### src/rtl/scanout_streamer.sv
// -----------------------------------------------------------------------------
// scanout_streamer
//   Walks the PPU band memories in raster order and streams a whole frame of
//   30-bit pixels on an Avalon-ST source (readyLatency 0).
//   Each band memory holds VGA_HEIGHT/CORES_COUNT lines.
//
// Ports
//   clk, resetn      clock; asynchronous active-low reset
//   enable           level; a frame starts while high, frames are never cut
//   mode             0 RGB565, 1 RGB555, 2 GRAY8, 3 colour-bar test pattern
//   rdata            band memory read data, valid RD_LATENCY cycles after address
//   raddress         pixel address inside the selected band
//   rselect          selected band memory
//   m_data           R[29:20] G[19:10] B[9:0]
//   m_startofpacket  first pixel of frame
//   m_endofpacket    last pixel of frame
//   m_valid/m_ready  Avalon-ST handshake
//   frame_done       one-cycle pulse when the eop beat is accepted
// -----------------------------------------------------------------------------
module scanout_streamer #(
   parameter int VGA_WIDTH     = 800,
   parameter int VGA_HEIGHT    = 600,
   parameter int CORES_COUNT   = 10,
   parameter int BUFFER_ADDR_W = 32,
   parameter int COLOR_WIDTH   = 16,
   parameter int RD_LATENCY    = 1,
   parameter int FIFO_DEPTH_W  = 3
) (
   input  logic                           clk,
   input  logic                           resetn,
   input  logic                           enable,
   input  logic [1:0]                     mode,
   input  logic [COLOR_WIDTH-1:0]         rdata,
   output logic [BUFFER_ADDR_W-1:0]       raddress,
   output logic [$clog2(CORES_COUNT)-1:0] rselect,
   output logic [29:0]                    m_data,
   output logic                           m_startofpacket,
   output logic                           m_endofpacket,
   output logic                           m_valid,
   input  logic                           m_ready,
   output logic                           frame_done
);

   // ---------------------------------------------------------------- checks
   if (VGA_HEIGHT % CORES_COUNT != 0) begin : g_chk_bands
      $error("VGA_HEIGHT must be a multiple of CORES_COUNT");
   end
   if (COLOR_WIDTH != 16) begin : g_chk_color
      $error("COLOR_WIDTH must be 16");
   end
   if (RD_LATENCY < 1 || RD_LATENCY > 4) begin : g_chk_lat
      $error("RD_LATENCY must be in 1..4");
   end
   if ((2**FIFO_DEPTH_W) < RD_LATENCY + 1) begin : g_chk_fifo
      $error("2**FIFO_DEPTH_W must be >= RD_LATENCY+1");
   end

   // ------------------------------------------------------------ constants
   localparam int          SEL_W  = $clog2(CORES_COUNT);
   localparam int          DEPTH  = 2**FIFO_DEPTH_W;
   localparam int          CNT_W  = FIFO_DEPTH_W + 1;
   localparam logic [31:0] X_LAST = 32'(VGA_WIDTH - 1);
   localparam logic [31:0] Y_LAST = 32'(VGA_HEIGHT - 1);
   localparam logic [31:0] A_LAST = 32'(VGA_WIDTH * (VGA_HEIGHT / CORES_COUNT) - 1);
   localparam logic [31:0] W_U    = 32'(VGA_WIDTH);
   localparam logic [SEL_W-1:0] S_LAST = SEL_W'(CORES_COUNT - 1);

   typedef enum logic [1:0] {S_IDLE, S_RUN, S_DRAIN} state_t;

   // Tag travelling alongside each outstanding read.
   typedef struct packed {
      logic       v;
      logic       sop;
      logic       eop;
      logic [1:0] mode;
      logic [2:0] bar;
   } rd_tag_t;

   // --------------------------------------------------------------- signals
   state_t                  r_state, w_next_state;
   logic [31:0]             r_x, r_y, r_addr;
   logic [SEL_W-1:0]        r_sel;
   logic [1:0]              r_frame_mode;
   rd_tag_t                 r_pipe [RD_LATENCY];
   logic [31:0]             r_mem  [DEPTH];
   logic [FIFO_DEPTH_W-1:0] r_wr_ptr, r_rd_ptr;
   logic [CNT_W-1:0]        r_count, r_credits;

   rd_tag_t     w_exit;
   logic        w_issue, w_sop_rd, w_eop_rd, w_push, w_pop, w_frame_start;
   logic [2:0]  w_bar;
   logic [29:0] w_pix;
   logic [31:0] w_head;

   function automatic logic [9:0] exp5(input logic [4:0] c);
      return {c, c};
   endfunction
   function automatic logic [9:0] exp6(input logic [5:0] c);
      return {c, c[5:2]};
   endfunction
   function automatic logic [9:0] exp8(input logic [7:0] c);
      return {c, c[7:6]};
   endfunction

   // ------------------------------------------------------- read issue side
   assign w_sop_rd = (r_x == 32'd0) && (r_y == 32'd0);
   assign w_eop_rd = (r_x == X_LAST) && (r_y == Y_LAST);
   assign w_bar    = 3'((r_x * 32'd8) / W_U);
   // Credits count FIFO entries plus reads in flight, as registered; a pop
   // in this cycle frees its credit only from the next cycle on.
   assign w_issue  = (r_state == S_RUN) && (r_credits < CNT_W'(DEPTH));

   assign raddress = BUFFER_ADDR_W'(r_addr);
   assign rselect  = r_sel;

   // --------------------------------------------------------- output side
   assign w_exit          = r_pipe[RD_LATENCY-1];
   assign w_push          = w_exit.v;
   assign m_valid         = (r_count != '0);
   assign w_pop           = m_valid && m_ready;
   assign w_head          = m_valid ? r_mem[r_rd_ptr] : 32'd0;
   assign m_startofpacket = w_head[31];
   assign m_endofpacket   = w_head[30];
   assign m_data          = w_head[29:0];
   assign frame_done      = w_pop && w_head[30];

   // ------------------------------------------------------------------ FSM
   always_ff @(posedge clk or negedge resetn) begin
      // NOTE: state elements use non-blocking assignment so every register
      // samples pre-edge values, independent of block ordering.
      if (!resetn) r_state <= S_IDLE;
      else         r_state <= w_next_state;
   end

   always_comb begin
      // NOTE: defaults first so no path leaves a signal unassigned (no latch).
      w_next_state = r_state;
      unique case (r_state)
         S_IDLE:  if (enable) w_next_state = S_RUN;
         S_RUN:   if (w_issue && w_eop_rd) w_next_state = S_DRAIN;
         S_DRAIN: if (frame_done) w_next_state = enable ? S_RUN : S_IDLE;
         default: w_next_state = S_IDLE;
      endcase
   end

   assign w_frame_start = (w_next_state == S_RUN) && (r_state != S_RUN);

   // ------------------------------------------------- address walk / mode
   always_ff @(posedge clk or negedge resetn) begin
      if (!resetn) begin
         r_x          <= '0;
         r_y          <= '0;
         r_addr       <= '0;
         r_sel        <= '0;
         r_frame_mode <= '0;
      end else begin
         if (w_frame_start) r_frame_mode <= mode;
         if (w_issue) begin
            if (r_x == X_LAST) begin
               r_x <= '0;
               r_y <= (r_y == Y_LAST) ? 32'd0 : r_y + 32'd1;
            end else begin
               r_x <= r_x + 32'd1;
            end
            if (r_addr == A_LAST) begin
               r_addr <= '0;
               r_sel  <= (r_sel == S_LAST) ? '0 : r_sel + 1'b1;
            end else begin
               r_addr <= r_addr + 32'd1;
            end
         end
      end
   end

   // ------------------------------------------------ in-flight read pipe
   always_ff @(posedge clk or negedge resetn) begin
      if (!resetn) begin
         for (int i = 0; i < RD_LATENCY; i++) r_pipe[i] <= '0;
      end else begin
         r_pipe[0] <= '{v: w_issue, sop: w_sop_rd, eop: w_eop_rd,
                        mode: r_frame_mode, bar: w_bar};
         for (int i = 1; i < RD_LATENCY; i++) r_pipe[i] <= r_pipe[i-1];
      end
   end

   // ------------------------------------------------ pixel format convert
   always_comb begin
      w_pix = '0;
      case (w_exit.mode)
         2'd0:    w_pix = {exp5(rdata[15:11]), exp6(rdata[10:5]), exp5(rdata[4:0])};
         2'd1:    w_pix = {exp5(rdata[14:10]), exp5(rdata[9:5]), exp5(rdata[4:0])};
         2'd2:    w_pix = {3{exp8(rdata[7:0])}};
         default: w_pix = {{10{w_exit.bar[2]}}, {10{w_exit.bar[1]}}, {10{w_exit.bar[0]}}};
      endcase
   end

   // ---------------------------------------------------------- output FIFO
   always_ff @(posedge clk or negedge resetn) begin
      if (!resetn) begin
         r_wr_ptr  <= '0;
         r_rd_ptr  <= '0;
         r_count   <= '0;
         r_credits <= '0;
      end else begin
         if (w_push) r_wr_ptr <= r_wr_ptr + 1'b1;
         if (w_pop)  r_rd_ptr <= r_rd_ptr + 1'b1;
         r_count   <= r_count   + CNT_W'(w_push)  - CNT_W'(w_pop);
         r_credits <= r_credits + CNT_W'(w_issue) - CNT_W'(w_pop);
      end
   end

   // NOTE: storage is not reset; emptiness comes from the reset pointers and
   // the head is masked to zero while empty.
   always_ff @(posedge clk) begin
      if (w_push) r_mem[r_wr_ptr] <= {w_exit.sop, w_exit.eop, w_pix};
   end

endmodule

### config.mk
export PLATFORM = sky130hd
export DESIGN_NAME = scanout_streamer
export DESIGN_NICKNAME = d
export VERILOG_FILES = /design/src/rtl/scanout_streamer.sv
export SDC_FILE = /design/constraint.sdc
export NUM_CORES = 1
export LEC_CHECK = 0
export CELL_PAD_IN_SITES_DETAIL_PLACEMENT = 0
export CELL_PAD_IN_SITES_GLOBAL_PLACEMENT = 2
export CORE_MARGIN = 10
export CORE_UTILIZATION = 42
export DETAILED_ROUTE_END_ITERATION = 16
export GPL_TIMING_DRIVEN = 1
export PLACE_DENSITY = 0.79
export SLEW_MARGIN = 15
export SYNTH_ARGS = -nofsm -noshare
export SYNTH_HDL_FRONTEND = slang
export SYNTH_SLANG_ARGS = --single-unit
### constraint.sdc
create_clock -name clk -period 17.45 [get_ports clk]
set_input_delay 1.745 -clock clk [delete_from_list [all_inputs] [get_ports clk]]
set_output_delay 1.745 -clock clk [all_outputs]
set_load 0.01 [all_outputs]
==> impl_metrics.env <==
export IMPL_cts_hold_buf=0
export IMPL_hp_class="flip-flop to flip-flop"
export IMPL_wl_per_cell_um=19.89
export IMPL_antenna_found_initial=0
export IMPL_area_delta_synth_final_pct=13.46
export IMPL_fin_skew_ns=0.01217
export IMPL_cp_startpoint="r_x[28]"
export IMPL_rows=82
export IMPL_rsz0062_at_grt="no"
export IMPL_drv_cap=0
export IMPL_post_cts_buffers=0
export IMPL_fillers=4558
export IMPL_r2r_start="r_x[28]"
export IMPL_cp_max_fo=25
export IMPL_slowest_stage="dfrtp_1"
export IMPL_power_density_nw_per_um2=121.7
export IMPL_ioPinCount=92
export IMPL_grt_pass1_vias=14830
export IMPL_worstSetupStartpointType="flip-flop"
export IMPL_register_area_um2=10850
export IMPL_synth_area_top_cells="edfxtp_1 (36%), dfrtp_1 (15%), mux4_2 (8.0%), xnor2_1 (4.3%), nor2_1 (2.5%)"
export IMPL_clock_fmax_mhz=63.39
export IMPL_rr_worst_depth=49
export IMPL_final_cell_mix="edfxtp_1 (256), nor2_1 (140), nand2_1 (127), dfrtp_1 (123), xnor2_1 (105)"
export IMPL_cts_buffer_depth=3
export IMPL_cts_made_buffers=40
export IMPL_worst_pin_slew_ns=1.035
export IMPL_dp_hpwl_um=33870
export IMPL_critPathMaxStageDelay_ns=0.81
export IMPL_worstSetupEndpointType="flip-flop"
export IMPL_yosysWarnings=0
export IMPL_clock_latency_ns=0.55
export IMPL_multiInputGateArea_um2=9808
export IMPL_htreeDepth=2
export IMPL_highest_signal_layer="met4"
export IMPL_regToRegEndpoint="r_pipe[0]"
export IMPL_netlist_area_um2=21220
export IMPL_place_area_um2=22800
export IMPL_setup_viol=0
export IMPL_start_util_pct=42.38
export IMPL_clk_pin_slew_ns=0.06
export IMPL_dr_wl_met2_um=24630
export IMPL_postLayoutCellArea_um2=24080
export IMPL_via_per_inst=5.813
export IMPL_finalMaxSlewViolations=0
export IMPL_drc=0
export IMPL_drt_initial_drc_count=1345
export IMPL_synth_cell_types=111
export IMPL_synth_fp_nets=1851
export IMPL_syn_avg_cell_area_um2=11.72
export IMPL_outcome="completed"
export IMPL_fin_crit_sh_pct=90.41
export IMPL_cts_resized=0
export IMPL_cp_arrival_ns=16.18
export IMPL_ff2ff_setup_slack_ns=1.67
export IMPL_synth_seq_cells=382
export IMPL_grt_ovfl_total=0
export IMPL_synth_edf_count=256
export IMPL_die_area_um2=59910
export IMPL_fin_crit_ns=15.78
export IMPL_firstDrtPassIters=6
export IMPL_wl_met1_um=23420
export IMPL_seq_area_frac_synth_pct=51.08
export IMPL_grt_pass1_wl_um=82280
export IMPL_core_area_um2=50070
export IMPL_wl_met3_um=2404
export IMPL_power_leakage_nw=8.618
export IMPL_n_antenna_cell=0
export IMPL_port_buffers=91
export IMPL_tns_ns=0
export IMPL_vias=14960
export IMPL_gp_congestion=0.8579
export IMPL_finalNetCount=1912
export IMPL_die_w_um=244.8
export IMPL_drive_gt1_share_pct=12.10
export IMPL_die_h_um=244.8
export IMPL_synth_top_area_share_pct=36.23
export IMPL_synth_cells=1811
export IMPL_yosysTopAreaCell="edfxtp_1"
export IMPL_grt_total_usage_pct=16.68
export IMPL_clockRootBuffer="clkbuf_16"
export IMPL_routed_wl_um=51180
export IMPL_cts_sinks=382
export IMPL_required_ns=17.86
export IMPL_layout_commonest_cell="edfxtp_1"
export IMPL_ant_nets=0
export IMPL_finalHoldViolCount=0
export IMPL_slew_headroom_pct=29.22
export IMPL_synth_ff_type="edfxtp_1"
export IMPL_cts_tree="built"
export IMPL_ir_worst_vdd_mv=0.06675
export IMPL_grt_max_degree=75
export IMPL_endpoint="r_pipe[0]"
export IMPL_async_flop_share_pct=32.98
export IMPL_critPathKind="flip-flop to flip-flop"
-- layout make-up --
class	instances	share of cell area, %
Multi-Input combinational cell	1273	40.74
Clock inverter	24	0.9355
Clock buffer	47	4.355
Timing Repair Buffer	112	4.443
Sequential cell	382	45.05
Inverter	63	0.9822
Tap cell	672	3.492
-- worst min path at each step --
stage	startpoint	cells after the start	to
2_1_floorplan	r_frame_mode[0]	0	r_pipe[3]
3_3_place_gp	r_frame_mode[1]	0	r_pipe[4]
3_5_place_dp	r_frame_mode[0]	0	r_pipe[3]
4_1_cts	r_frame_mode[0]	0	r_pipe[3]
5_1_grt	r_frame_mode[1]	0	r_pipe[4]
6_report	r_frame_mode[0]	0	r_pipe[3]
-- per-stage QoR --
| stage | hold slack (ns) | power [W] | cells | util (%) | worst slack, ns |
|---|---|---|---|---|---|
| CTS | 0.3875 | 0.002977 | 2573 | 48.09 | 1.840 |
| global route | 0.4040 | 0.003090 | 2573 | 48.09 | 0.2196 |
| detailed placement | 0.3746 | 0.002146 | 2502 | 45.54 | 1.867 |
| finish | 0.3812 | 0.002930 | 2573 | 48.09 | 1.674 |
| global placement | 0.3619 | 0.002128 | 2502 | 45.54 | 2.148 |
| floorplan | 0.3486 | 0.001775 | 1811 | - | 4.420 |
-- power breakdown --
part           total [W]  switching (W)  internal [W]
clock network   0.000826       0.000350      0.000476
registers        0.00122      0.0000822       0.00114
logic           0.000883       0.000450      0.000433
-- cells by family (layout without fill, tap and decap cells) --
group | after synthesis | in the layout | share of synthesized area (%)
AO/OA/AOI/OAI | 426 | 426 | 15.24
flip-flops | 382 | 382 | 51.08
XOR/XNOR | 125 | 125 | 5.159
buffers and inverters | 156 | 246 | 2.930
adder cells (fa/ha/maj) | 23 | 23 | 1.374
multiplexers | 131 | 131 | 10.75
AND/OR/NAND/NOR | 568 | 568 | 13.46
-- worst max-delay path: cells and delay by family, from the launching register on --
kind / cells / cell delay, ns
AND/OR/NAND/NOR: 10 / 2.87
AO/OA/AOI/OAI: 33 / 9.98
multiplexers: 2 / 0.64
adder cells (fa/ha/maj): 1 / 0.42
XOR/XNOR: 3 / 0.91
flip-flops: 1 / 0.81
-- metal layers --
layer,GRT usage [%],vias up
met5,0,-
met3,2.183,52
met2,27.27,369
met4,3.306,0
met1,23.44,7481
li1,-,7055
-- sequential cells by signal (all words and copies together) (netlist names) --
| signal | cells |
|---|---|
| r_state | 2 |
| r_rd_ptr | 3 |
| r_credits | 4 |
| r_count | 4 |
| raddress | 32 |
| r_x | 32 |
| r_y | 32 |
| r_frame_mode | 2 |
| r_wr_ptr | 3 |
| r_pipe | 7 |
| w_push | 1 |
| rselect | 4 |
| r_mem | 256 |
-- synth_stat cells (19+ instances only) --
master	n
o21ai_0	55
xnor2_1	105
o211ai_1	19
dfrtp_1	126
nand2_1	127
nor4_1	26
nor2_1	144
and2_1	31
edfxtp_1	256
o21ai_1	19
a21oi_1	84
mux4_2	75
inv_1	59
buf_2	20
clkbuf_1	55
nand4_1	28
and3_1	29
nor3_1	28
xor2_1	20
a211oi_1	23
nand3_1	66
a21o_1	24
mux2i_1	43
Note: power is estimated with default switching activity, not from simulation.
